**config.mk**
```make
export PLATFORM = sky130hd
export DESIGN_NAME = uart_rx_frontend
export DESIGN_NICKNAME = d
export VERILOG_FILES = /design/src/rtl/uart_rx_frontend_pkg.sv /design/src/rtl/uart_rx_fifo.sv /design/src/rtl/uart_rx_frontend.sv
export SDC_FILE = /design/constraint.sdc
export NUM_CORES = 1
export LEC_CHECK = 0
export ABC_AREA = 1
export CAP_MARGIN = 20
export CORE_ASPECT_RATIO = 2
export CORE_MARGIN = 2
export CORE_UTILIZATION = 40
export CTS_BUF_LIST = sky130_fd_sc_hd__clkbuf_4 sky130_fd_sc_hd__clkbuf_8
export CTS_CLUSTER_SIZE = 24
export DETAILED_ROUTE_END_ITERATION = 10
export PLACE_DENSITY = 0.66
export SYNTH_ARGS = -nofsm -noshare
export SYNTH_HDL_FRONTEND = slang
export SYNTH_SLANG_ARGS = --single-unit
```
**constraint.sdc**
```tcl
create_clock -name clk -period 3.42 [get_ports clk]
set_clock_uncertainty 0.2 [all_clocks]
set_input_delay 0.342 -clock clk [delete_from_list [all_inputs] [get_ports clk]]
set_output_delay 0.342 -clock clk [all_outputs]
set_load 0.1 [all_outputs]
```
**src/rtl/uart_rx_frontend_pkg.sv**
```systemverilog
// Shared UART definitions: receiver FSM state codes, oversampling constants and
// the baud divider helper. Intended to be reused by the transmit side.
package uart_rx_frontend_pkg;

  typedef enum logic [2:0] {
    ST_ARM,
    ST_IDLE,
    ST_START,
    ST_DATA,
    ST_STOP
  } rx_state_e;

  localparam int OVERSAMPLE = 16;
  localparam int MID_SAMPLE = 7;
  localparam int DATA_BITS  = 8;

  // Clocks per oversample tick, rounded to nearest and never below 1.
  function automatic int calc_div(input int clock_freq, input int baud);
    int d;
    d = (clock_freq + 8 * baud) / (16 * baud);
    return (d < 1) ? 1 : d;
  endfunction

endpackage

```
**src/rtl/uart_rx_fifo.sv**
```systemverilog
// Synchronous first-word-fall-through receive FIFO.
// Ports:
//   clk, rst    clock, asynchronous active-high reset
//   push, din   write request and data
//   pop         read request (ignored when empty)
//   head        registered copy of the oldest entry, valid when !empty
//   empty, full status
//   count       entries held
//   drop        push refused because the FIFO is full and nothing is popped
module uart_rx_fifo #(
  parameter int DEPTH = 16,
  parameter int WIDTH = 8
) (
  input  logic                     clk,
  input  logic                     rst,
  input  logic                     push,
  input  logic [WIDTH-1:0]         din,
  input  logic                     pop,
  output logic [WIDTH-1:0]         head,
  output logic                     empty,
  output logic                     full,
  output logic [$clog2(DEPTH):0]   count,
  output logic                     drop
);

  localparam int AW = $clog2(DEPTH);

  logic [WIDTH-1:0] mem [DEPTH];
  logic [AW-1:0]    wr_ptr;
  logic [AW-1:0]    rd_ptr;
  logic [AW-1:0]    rd_next;
  logic             do_push;
  logic             do_pop;

  assign empty   = (count == '0);
  assign full    = (count == (AW+1)'(DEPTH));
  assign do_pop  = pop && !empty;
  // A pop in the same cycle frees the slot, so a full FIFO still accepts.
  assign do_push = push && (!full || do_pop);
  assign drop    = push && full && !do_pop;
  assign rd_next = rd_ptr + 1'b1;

  // NOTE: storage is deliberately left out of reset; count/pointers define validity,
  // and a resettable array would turn the RAM into a bank of flops.
  always_ff @(posedge clk) begin
    if (do_push) mem[wr_ptr] <= din;
  end

  always_ff @(posedge clk or posedge rst) begin
    if (rst) begin
      wr_ptr <= '0;
      rd_ptr <= '0;
      count  <= '0;
      head   <= '0;
    end else begin
      if (do_push) wr_ptr <= wr_ptr + 1'b1;
      if (do_pop)  rd_ptr <= rd_next;

      unique case ({do_push, do_pop})
        2'b10:   count <= count + 1'b1;
        2'b01:   count <= count - 1'b1;
        default: count <= count;
      endcase

      // head always holds the entry at rd_ptr for the next cycle; a byte pushed into
      // an empty (or emptying) FIFO bypasses the array.
      if (do_pop) begin
        if (count == (AW+1)'(1)) head <= do_push ? din : '0;
        else                     head <= mem[rd_next];
      end else if (empty && do_push) begin
        head <= din;
      end
    end
  end

endmodule

```
**src/rtl/uart_rx_frontend.sv**
```systemverilog
// Oversampled 8N1 UART receiver with start-glitch rejection, framing-error
// detection and a FWFT receive FIFO.
// Ports:
//   clk, rst    system clock, asynchronous active-high reset
//   rx          serial line (idle high, asynchronous)
//   rx_data     FIFO head byte, valid while rx_valid
//   rx_valid    FIFO non-empty
//   rx_ready    consumer pops the head when rx_valid & rx_ready
//   frame_err   1-cycle pulse, stop bit sampled low
//   overrun     1-cycle pulse, good byte dropped because the FIFO was full
//   fifo_count  entries held
module uart_rx_frontend
  import uart_rx_frontend_pkg::*;
#(
  parameter int CLOCK_FREQ = 62500000,
  parameter int BAUD       = 115200,
  parameter int FIFO_DEPTH = 16
) (
  input  logic                          clk,
  input  logic                          rst,
  input  logic                          rx,
  output logic [7:0]                    rx_data,
  output logic                          rx_valid,
  input  logic                          rx_ready,
  output logic                          frame_err,
  output logic                          overrun,
  output logic [$clog2(FIFO_DEPTH):0]   fifo_count
);

  localparam int DIV   = calc_div(CLOCK_FREQ, BAUD);
  localparam int DIV_W = (DIV > 1) ? $clog2(DIV) : 1;

  logic             rx_meta;
  logic             rxs;
  logic             rxs_prev;
  logic [DIV_W-1:0] div_cnt;
  logic             tick;
  rx_state_e        state;
  logic [3:0]       tc;
  logic [2:0]       bi;
  logic [7:0]       shift;
  logic             start_edge;
  logic             stop_sample;
  logic             push;
  logic             pop;
  logic             fifo_empty;
  logic             fifo_full;
  logic             fifo_drop;

  // Two-flop synchronizer plus one history flop for falling-edge detection.
  // NOTE: sequential state uses non-blocking assignments so every flop sees the
  // pre-edge value of its neighbours, exactly as the hardware does.
  always_ff @(posedge clk or posedge rst) begin
    if (rst) begin
      rx_meta  <= 1'b1;
      rxs      <= 1'b1;
      rxs_prev <= 1'b1;
    end else begin
      rx_meta  <= rx;
      rxs      <= rx_meta;
      rxs_prev <= rxs;
    end
  end

  assign start_edge  = (state == ST_IDLE) && rxs_prev && !rxs;
  assign tick        = (div_cnt == DIV_W'(DIV - 1));
  assign stop_sample = (state == ST_STOP) && tick && (tc == 4'(OVERSAMPLE - 1));
  assign push        = stop_sample && rxs;
  assign pop         = rx_ready && rx_valid;

  // Oversample divider; restarted on the start edge so ticks are phase-aligned to it.
  always_ff @(posedge clk or posedge rst) begin
    if (rst)                 div_cnt <= '0;
    else if (start_edge || tick) div_cnt <= '0;
    else                     div_cnt <= div_cnt + 1'b1;
  end

  always_ff @(posedge clk or posedge rst) begin
    if (rst) begin
      state     <= ST_ARM;
      tc        <= '0;
      bi        <= '0;
      shift     <= '0;
      frame_err <= 1'b0;
      overrun   <= 1'b0;
    end else begin
      frame_err <= stop_sample && !rxs;
      overrun   <= fifo_drop;

      unique case (state)
        // Require a full bit time of idle line before trusting any falling edge.
        ST_ARM: if (tick) begin
          if (!rxs)                             tc <= '0;
          else if (tc == 4'(OVERSAMPLE - 1)) begin
            tc    <= '0;
            state <= ST_IDLE;
          end else                              tc <= tc + 1'b1;
        end

        ST_IDLE: if (start_edge) begin
          tc    <= '0;
          state <= ST_START;
        end

        ST_START: if (tick) begin
          if (tc == 4'(MID_SAMPLE)) begin
            tc <= '0;
            bi <= '0;
            // Line back high at mid start bit: a glitch, silently dropped.
            state <= rxs ? ST_IDLE : ST_DATA;
          end else begin
            tc <= tc + 1'b1;
          end
        end

        ST_DATA: if (tick) begin
          if (tc == 4'(OVERSAMPLE - 1)) begin
            tc    <= '0;
            shift <= {rxs, shift[7:1]};
            if (bi == 3'(DATA_BITS - 1)) state <= ST_STOP;
            else                         bi    <= bi + 1'b1;
          end else begin
            tc <= tc + 1'b1;
          end
        end

        ST_STOP: if (tick) begin
          if (tc == 4'(OVERSAMPLE - 1)) begin
            tc    <= '0;
            // A low stop bit may be a break or misalignment: re-arm on idle line.
            state <= rxs ? ST_IDLE : ST_ARM;
          end else begin
            tc <= tc + 1'b1;
          end
        end

        default: state <= ST_ARM;
      endcase
    end
  end

  uart_rx_fifo #(
    .DEPTH (FIFO_DEPTH),
    .WIDTH (8)
  ) u_fifo (
    .clk   (clk),
    .rst   (rst),
    .push  (push),
    .din   (shift),
    .pop   (pop),
    .head  (rx_data),
    .empty (fifo_empty),
    .full  (fifo_full),
    .count (fifo_count),
    .drop  (fifo_drop)
  );

  assign rx_valid = !fifo_empty;

endmodule

```
# [Word level (Yosys, flattened, before mapping)]
# Memory sizes are Yosys's and may differ from the RTL's.
# Index checks and enable logic that the tools add are counted.
[classes] n_addsub=7 n_eq_ne=25 n_mux=36 reduce_logical=29
[op_table] op="3-bit 2-to-1 mux" count=16
[op_table] op="8-bit 2-to-1 mux" count=4
[op_table] op="4-bit 2-to-1 mux" count=7
[op_table] op="2-bit != test (second input constant)" count=11
[op_table] op="4-bit one-hot mux with 4 select lines" count=1
[op_table] op="3-bit one-hot mux with 5 select lines" count=1
[op_table] op="4-bit by 1-bit adder with 4-bit output (second input constant)" count=3
[op_table] op="1-bit logical AND" count=12
[op_table] op="11-bit AND reduction" count=1
[op_table] op="5-bit one-hot mux with 2 select lines" count=1
[op_table] op="6-bit by 1-bit adder with 6-bit output (second input constant)" count=1
[op_table] op="3-bit by 2-bit == test with 1-bit output (second input constant)" count=2
[op_table] op="3-bit == test (second input constant)" count=2
[op_table] op="6-bit == test (second input constant)" count=1
[op_table] op="6-bit 2-to-1 mux" count=1
[op_table] op="3-bit one-hot mux with 2 select lines" count=1
[op_table] op="6-bit AND reduction" count=1
[op_table] op="2-bit nonzero test" count=3
[op_table] op="5-bit by 1-bit adder with 5-bit output (second input constant)" count=1
[op_table] op="5-bit by 1-bit == test with 1-bit output (second input constant)" count=1
[op_table] op="5-bit == test (second input constant)" count=1
[op_table] op="5-bit logical NOT" count=1
[op_table] op="5-bit AND reduction" count=1
[op_table] op="5-bit by 1-bit subtractor with 5-bit output (second input constant)" count=1
[op_table] op="other kinds (15)" count=22
[totals] register_bits=50 ram_bits=128 in_bits=4 out_inout_bits=16 mem_count=1
[mem_list] memory="u_fifo.mem" depth=16 width=8 rd=1 rd_clocked_by_memory_dff=0 wr=1 line_no="uart_rx_fifo.sv:28" source="logic [WIDTH-1:0] mem [DEPTH];"

# [Longest topological paths before layout]
# Gate-level depths: netlist (run 1).
[logic_depth] ltp_word=9 depth_mapped=17 mapped_depth_nobuf=17

# [Hierarchy]
# Synthesis (run 1) repeated with hierarchy kept, for this count alone.
[unflattened] hier_cells=902 area_unflattened_um2=8451.9
[by_module_without_submodules] module="uart_rx_fifo" instances=1 cells_per_inst=700 area_per_inst_um2=6897.9 seq_area_each_um2=4369.2
[by_module_without_submodules] module="uart_rx_frontend" instances=1 cells_per_inst=202 area_per_inst_um2=1554.0 seq_area_each_um2=729.4

# [Least setup slack after synthesis (run 1)]
# OpenSTA, ideal clock, no wires.
[synth_path] path_type="reg2reg" start="reg u_fifo.count[0]" end="reg u_fifo.count[4]" arrival_ns=3.046 path_slack_ns=0.055 path_stages_with_launch=12 n_path_buf=0 path_cell_list="dfrtp_1 > inv_1 > ha_1 > nand3_2 > nand2_4 > inv_1 > ha_1 > nor2_1 > o21ai_0 > a21oi_1 > xor2_1 > inv_1"
[synth_via] elab_chain_cells=8 word_cells_on_any_way=14 cone_classes="add/sub (2); eq/ne (3); mux (1); reduce/logical (8)"
[synth_rtl] element="start: declaration" line_no="uart_rx_fifo.sv:22" source="output logic [$clog2(DEPTH):0] count,"
[synth_rtl] element="start signal: assignment" line_no="uart_rx_fifo.sv:60" source="2'b10: count <= count + 1'b1;"
[synth_rtl] element="start signal: assignment" line_no="uart_rx_fifo.sv:61" source="2'b01: count <= count - 1'b1;"
[synth_rtl] element="start signal: assignment" line_no="uart_rx_fifo.sv:62" source="default: count <= count;"
[synth_rtl] element="5-bit logical NOT (*)" line_no="uart_rx_fifo.sv:35" source="assign empty = (count == '0);"
[synth_rtl] element="1-bit logical NOT (*)" line_no="uart_rx_frontend.sv:158" source="assign rx_valid = !fifo_empty;"
[synth_rtl] element="net rx_valid" line_no="uart_rx_frontend.sv:23" source="output logic rx_valid,"
[synth_rtl] element="1-bit logical AND" line_no="uart_rx_frontend.sv:69" source="assign pop = rx_ready && rx_valid;"
[synth_rtl] element="1-bit logical AND (*)" line_no="uart_rx_fifo.sv:37" source="assign do_pop = pop && !empty;"
[synth_rtl] element="net u_fifo.do_pop" line_no="uart_rx_fifo.sv:33" source="logic do_pop;"
[synth_rtl] element="1-bit logical OR" line_no="uart_rx_fifo.sv:39" source="assign do_push = push && (!full || do_pop);"
[synth_rtl] element="1-bit logical AND" line_no="uart_rx_fifo.sv:39"
[synth_rtl] element="2-bit by 1-bit == test with 1-bit output / 2-bit == test (equally long branches)" line_no="uart_rx_fifo.sv:59" source="unique case ({do_push, do_pop})"
[synth_rtl] element="5-bit one-hot mux with 2 select lines / 2-bit nonzero test (equally long branches)"
# The timed path passes the listed nets; every way through them passes the cells marked *.
# A chain may end at the register's enable or synchronous reset.

# [Final worst setup path (run 1)]
[layout_path] start="reg div_cnt[1]" end="mem u_fifo.mem[9][0] (enable)"
[layout_via] elab_chain_cells=7
[layout_rtl] element="start: declaration" line_no="uart_rx_frontend.sv:36" source="logic [DIV_W-1:0] div_cnt;"
[layout_rtl] element="start signal: assignment" line_no="uart_rx_frontend.sv:75" source="else div_cnt <= div_cnt + 1'b1;"
[layout_rtl] element="6-bit == test" line_no="uart_rx_frontend.sv:66" source="assign tick = (div_cnt == DIV_W'(DIV - 1));"
[layout_rtl] element="1-bit logical AND (2 in a row)" line_no="uart_rx_frontend.sv:67" source="assign stop_sample = (state == ST_STOP) && tick && (tc == 4'(OVERSAMPLE - 1));"
[layout_rtl] element="1-bit logical AND" line_no="uart_rx_frontend.sv:68" source="assign push = stop_sample && rxs;"
[layout_rtl] element="1-bit logical AND" line_no="uart_rx_fifo.sv:39"
[layout_rtl] element="1-bit 2-to-1 mux" line_no="uart_rx_fifo.sv:46" source="if (do_push) mem[wr_ptr] <= din;"
[layout_rtl] element="1-bit 2-to-1 mux (not written as such)" line_no="uart_rx_fifo.sv:46"
[layout_rtl] element="end: declaration" line_no="uart_rx_fifo.sv:28"
# Every way passes these cells.

==> flow_summary.ini, run 1 <==
[run_status]
outcome = completed

[drt]
drc = 0
wire_per_inst_um = 16.7
routed_wl_mm = 19.3
vias_per_cell = 4.92
antenna_left = 0
first_iter_violations = 428
first_pass_iters = 6
vias = 5675

[global_routing]
grt_util_met1_pct = 18.2
grt_pass1_vias = 5757
grt_max_degree = 51
use_met3_pct = 3.08
grt.overflow.total = 0
track_usage_pct = 18.7
grt_busiest_layer = met2
grt_pass1_wl_mm = 30.7
met2_usage_pct = 36.3
antenna_found_initial = 0

[synth]
yosysWarnings = 0
synth_cell_types = 37
synthFlopType = edfxtp_1
async_flop_share_pct = 28.1
syn_area_per_cell_um2 = 9.68
synth_cells = 852
ys_ff_latch = 178
synth_edf_count = 128
synth_fp_nets = 871
syn_area_um2 = 8250
seq_area_frac_synth_pct = 61.8

[sta]
finalSetupTns_ps = 0
post-route-period-util_pct = 78.9
rsz0062_at_grt = false
finalHoldViolations = 0
min_period_ps = 2700
fin_ws_ps = 723
relSlewSlack_pct = 31.7
setup_viol = 0
hold_slack_ps = 71.6
max_freq_ghz = 0.371
worstMarginPinSlew_ps = 1020
slew_viol_final = 0

[power]
power_leakage_uw = 0.00402
ir_worst_vdd_mv = 0.652
p_per_area_nw_per_um2 = 734

[floorplan]
initial_utilization_pct = 40.5
ios = 20
die_w_um = 106
rows = 74
dieArea_um2 = 21800
core-area_um2 = 20400
die_height_um = 207

[layout]
fin_nets = 894
drive_gt1_share_pct = 9.12
fillers = 1996
regArea_um2 = 5100
diodes = 0
final_cell_mix = nand2_1, edfxtp_1, inv_1
mostFrequentLayoutCell = nand2_1
area_growth_pct = 11.0
multi_input_area_um2 = 2600

[placed_design]
io_buffers = 19
post-place-ws_ps = 684
dpl.hpwl_mm = 13.7
gp_congestion = 0.843

[worst_setup_path]
crit_path_start_kind = flip-flop
endpoint_kind = flip-flop
crit_arrival_ps = 2600
path_max_fanout = 9
critPathKind = reg2reg
worstPathRequired_ps = 3330

[flow_run]
drv_cap = 0

[clocking]
htree_num_levels = 4
clock_path_buffers = 2
clkTransAtPathRegs_ps = 80
cts_setup_buffers = 0
cts_tree = built
clock_latency_ps = 480
numCtsBuffers = 17
cts_sinks = 178
cts_root_buffer = clkbuf_8

[min_path]
hp-class = in2reg
==> state kept, by name (all words and copies together), names as in the netlist <==
| name | cells |
|---|---|
| u_fifo.wr_ptr | 4 |
| shift | 8 |
| bi | 3 |
| overrun | 1 |
| u_fifo.count | 5 |
| u_fifo.head | 8 |
| tc | 4 |
| rxs | 1 |
| u_fifo.rd_ptr | 4 |
| rx_meta | 1 |
| div_cnt | 6 |
| rxs_prev | 1 |
| state | 3 |
| frame_err | 1 |
| u_fifo.mem | 128 |
==> per-layer routing <==
metal | share of wire (%) | vias up
met5 | 0 | -
met4 | 4.5 | 0
met3 | 2.9 | 45
met2 | 58 | 133
met1 | 34 | 2684
li1 | - | 2813
==> metrics by stage <==
stage          instance area, µm²  total power (µW)  util, %  instances
5_1_grt                      9160              7100     45.0       1154
3_3_place_gp                 8700              5240     42.7       1120
3_5_place_dp                 8700              5260     42.7       1120
4_1_cts                      9130              6760     44.8       1152
2_1_floorplan                8250              4580        -        852
6_report                     9160              6720     45.0       1154
==> worst paths after layout <==
kind	from	end	slack, ps	depth (start not counted)
setup / recovery	div_cnt[1]	u_fifo.mem[9][0]	720	10
hold / removal	rx	rx_meta	70	1
setup reg to reg	div_cnt[1]	u_fifo.mem[9][0]	720	10
hold reg to reg	rx_meta	rxs	160	0
max in group asynchronous	rst	rxs_prev	2050	4
min in group asynchronous	rst	u_fifo.count[4]	430	3
==> Yosys cell counts, types with 2 or more instances <==
cell | count | area (µm²)
a21oi_1 | 11 | 55.1
buf_1 | 2 | 7.51
buf_2 | 14 | 70.1
buf_4 | 5 | 37.5
clkbuf_1 | 6 | 22.5
dfrtp_1 | 47 | 1180
dfstp_2 | 3 | 78.8
edfxtp_1 | 128 | 3840
ha_1 | 15 | 188
inv_1 | 104 | 390
inv_2 | 5 | 18.8
nand2_1 | 287 | 1080
nand2_2 | 3 | 18.8
nand2_4 | 4 | 45.0
nand3_1 | 95 | 475
nand3_2 | 4 | 40.0
nand4_1 | 5 | 31.3
nor2_1 | 46 | 173
nor2_2 | 5 | 31.3
nor2_4 | 2 | 22.5
nor2_8 | 2 | 40.0
nor3_2 | 2 | 20.0
nor3b_1 | 2 | 15.0
o211ai_1 | 2 | 15.0
o21ai_0 | 22 | 110
o21ai_1 | 11 | 55.1
o22ai_1 | 2 | 12.5
xnor2_1 | 2 | 17.5
xor2_1 | 8 | 70.1
==> kinds of logic (layout without fill, tap and decap cells) <==
family | after synthesis | in the layout | share of synthesized area, %
simple gates | 460 | 460 | 24.3
flops | 178 | 178 | 61.8
buf+inv | 136 | 172 | 6.63
compound gates | 51 | 51 | 3.46
fa+ha+maj | 15 | 15 | 2.28
xor+xnor | 12 | 12 | 1.46
==> power breakdown <==
| part | total, µW | switching [µW] | internal [µW] |
|---|---|---|---|
| registers | 2520 | 124 | 2390 |
| clock network | 1510 | 740 | 768 |
| logic | 2700 | 1970 | 725 |
==> worst max-delay path, cell delays in order, from the launching register on <==
cell	delay [ps]
dfrtp_1	400
inv_1	60
ha_1	130
nand2_1	60
inv_1	60
nand3_2	190
nor2_8	180
nand2_4	100
nor2_8	170
nand2_1	220
nor2_1	550
==> layout make-up <==
type,instances,area share (%)
sequential,178,55.7
multi-input combinational,538,28.4
inverter,109,4.47
clock inverter,12,1.72
clock buffer,20,2.94
timing repair buffer,31,3.14
tap,266,3.63
==> repair_timing <==
action	CTS	global route
hold buffers	0	1
gates resized for setup	0	0
endpoints found under the setup margin	0	0
endpoints found under the hold margin	0	7
(Power assumes the default switching activity.)
==> run 2: changes to the inputs <==
- PLACE_DENSITY: 0.66 -> 0.68
- clock period: 3.42 -> 2.35 ns (I/O delays scaled with it)
==> run 2 against run 1 <==
Against the previous run: core utilization grew 2.0 points; sequential share of layout area shrank 2.3 points; combinational power grew 66%.
==> flow_summary.ini, run 2 (same netlist as run 1, synthesis figures left out) <==
[clocking]
cts_tree = built
cts_root_buffer = clkbuf_8
clock_latency_ps = 480
clkTransAtPathRegs_ps = 90
clock_path_buffers = 2
numCtsBuffers = 17
htree_num_levels = 4
cts_sinks = 178

[global_routing]
antenna_found_initial = 0
grt_pass1_vias = 5918
track_usage_pct = 18.8
grt.overflow.total = 0
grt_pass1_wl_mm = 30.8
grt_max_degree = 44

[layout]
diodes = 0
final_cell_count_no_fill = 1191
fin_nets = 931
largestRegisters = u_fifo.mem x128, shift x8, u_fifo.head x8
mostFrequentLayoutCell = nand2_1
final_cell_mix = nand2_1, edfxtp_1, inv_1
largest_reg_flops = 128
drive_gt1_share_pct = 16.3
area_growth_pct = 16.1
fin_util_pct = 47.0
multi_input_area_um2 = 2680
regArea_um2 = 5110
fillers = 1944
regMostFlops = u_fifo.mem

[power]
pwr-share-comb_pct = 43.1
netSwitchingPower_uw = 4460
power_uw = 10400
power_leakage_uw = 0.00428
p_per_area_nw_per_um2 = 1080
p_int_uw = 5920
swShare_pct = 43.0
p_clk_share_pct = 21.4
sequentialPowerShare_pct = 35.6
ir_worst_vdd_mv = 1.07

[drt]
first_pass_iters = 5
routed_wl_mm = 19.5
first_iter_violations = 273
dr.max_layer_used = met4
wire_per_inst_um = 16.4
vias = 5843
wl_met1_mm = 6.50
drc = 0
vias_per_cell = 4.91
routed-wl-met3_um = 693
wl_met2_mm = 11.3
antenna_left = 0

[sta]
slew_viol_final = 0
worstMarginPinSlew_ps = 862
min_period_ps = 2230
setup_viol = 0
hold_slack_ps = 162
rsz0062_at_grt = true
post-route-period-util_pct = 94.9
max_freq_ghz = 0.448
relSlewSlack_pct = 42.5
finalHoldViolations = 0

[run_status]
outcome = completed

[worst_setup_path]
critPathKind = reg2reg
crit_arrival_ps = 2410
path_max_fanout = 5
worstPathRequired_ps = 2530
endpoint_kind = flip-flop
crit_path_start_kind = flip-flop

[floorplan]
ios = 20
die_w_um = 106
dieArea_um2 = 21800
rows = 74
die_height_um = 207
core-area_um2 = 20400
initial_utilization_pct = 40.5

[min_path]
hp-class = reg2reg

[placed_design]
dpl.cell_count = 1155
dpl.hpwl_mm = 14.2
io_buffers = 19
gp_congestion = 0.911

[flow_run]
drv_cap = 0
[run 2: cell types whose count changed in the layout (fill, tap and decap cells not counted), sizes merged]
cell,before,now
clkinvlp,5,1
buf,14,63
inv,109,110
dlygate4sd3,1,2
clkbuf,20,23
clkdlybuf4s50,16,3
[run 2: stage by stage]
stage	instance area (µm²)	TNS, ps	setup slack (ps)
after detailed placement	9070	0	5.87
after global routing	9570	-150	-99.4
after floorplan	8310	-221	-160
after CTS	9520	0	15.4
final	9570	0	120
after global placement	9070	0	32.1
[run 2: per-layer routing]
| layer | vias to the layer above | global-route usage, % |
|---|---|---|
| met4 | 0 | 10.6 |
| met5 | - | 0 |
| met1 | 2766 | 17.6 |
| met2 | 144 | 36.6 |
| li1 | 2878 | - |
| met3 | 55 | 3.71 |
[run 2: critical path, cell delays in order (launching register included)]
cell and delay [ps]:
dfrtp_4 520, inv_4 90, ha_4 140, nand2_1 70
nor3_2 110, buf_4 160, nor2_8 40, inv_2 60
ha_4 200, nor2_2 110, o21ai_1 70, a21oi_1 140
xor2_1 150, inv_1 50
[run 2: area by class of cell]
type	count	area share [%]
clock inverter	9	1.33
tap	266	3.48
multi-input combinational	538	28.0
sequential	178	53.4
inverter	109	4.38
timing repair buffer	68	6.25
clock buffer	23	3.11
[run 2: final timing paths]
| path | start | to | slack [ps] | cells past startpoint |
|---|---|---|---|---|
| worst min register to register | rx_meta | rxs | 160 | 0 |
| min in group asynchronous | rst | u_fifo.count[2] | 340 | 3 |
| worst max register to register | u_fifo.count[0] | u_fifo.count[4] | 120 | 13 |
| worst max-delay path | u_fifo.count[0] | u_fifo.count[4] | 120 | 13 |
| max in group asynchronous | rst | rxs_prev | 1030 | 4 |
| worst min-delay path | rx_meta | rxs | 160 | 0 |
[run 2: power by group through the flow]
stage          combinational (µW)  sequential (µW)  clock (µW)
3_5_place_dp                 4470             3760           0
4_1_cts                      4480             3690        2250
2_1_floorplan                2250             4500           0
6_report                     4470             3690        2220
3_3_place_gp                 4440             3750           0
5_1_grt                      4770             3710        2360
[run 2: repair_timing]
| action | CTS | global route |
|---|---|---|
| setup buffers | 0 | 2 |
| hold buffers | 2 | 0 |
| endpoints found under the setup margin | 8 | 131 |
| gates resized for setup | 1 | 9 |
| pin swaps | 0 | 1 |
| hold endpoints to repair | 11 | 0 |
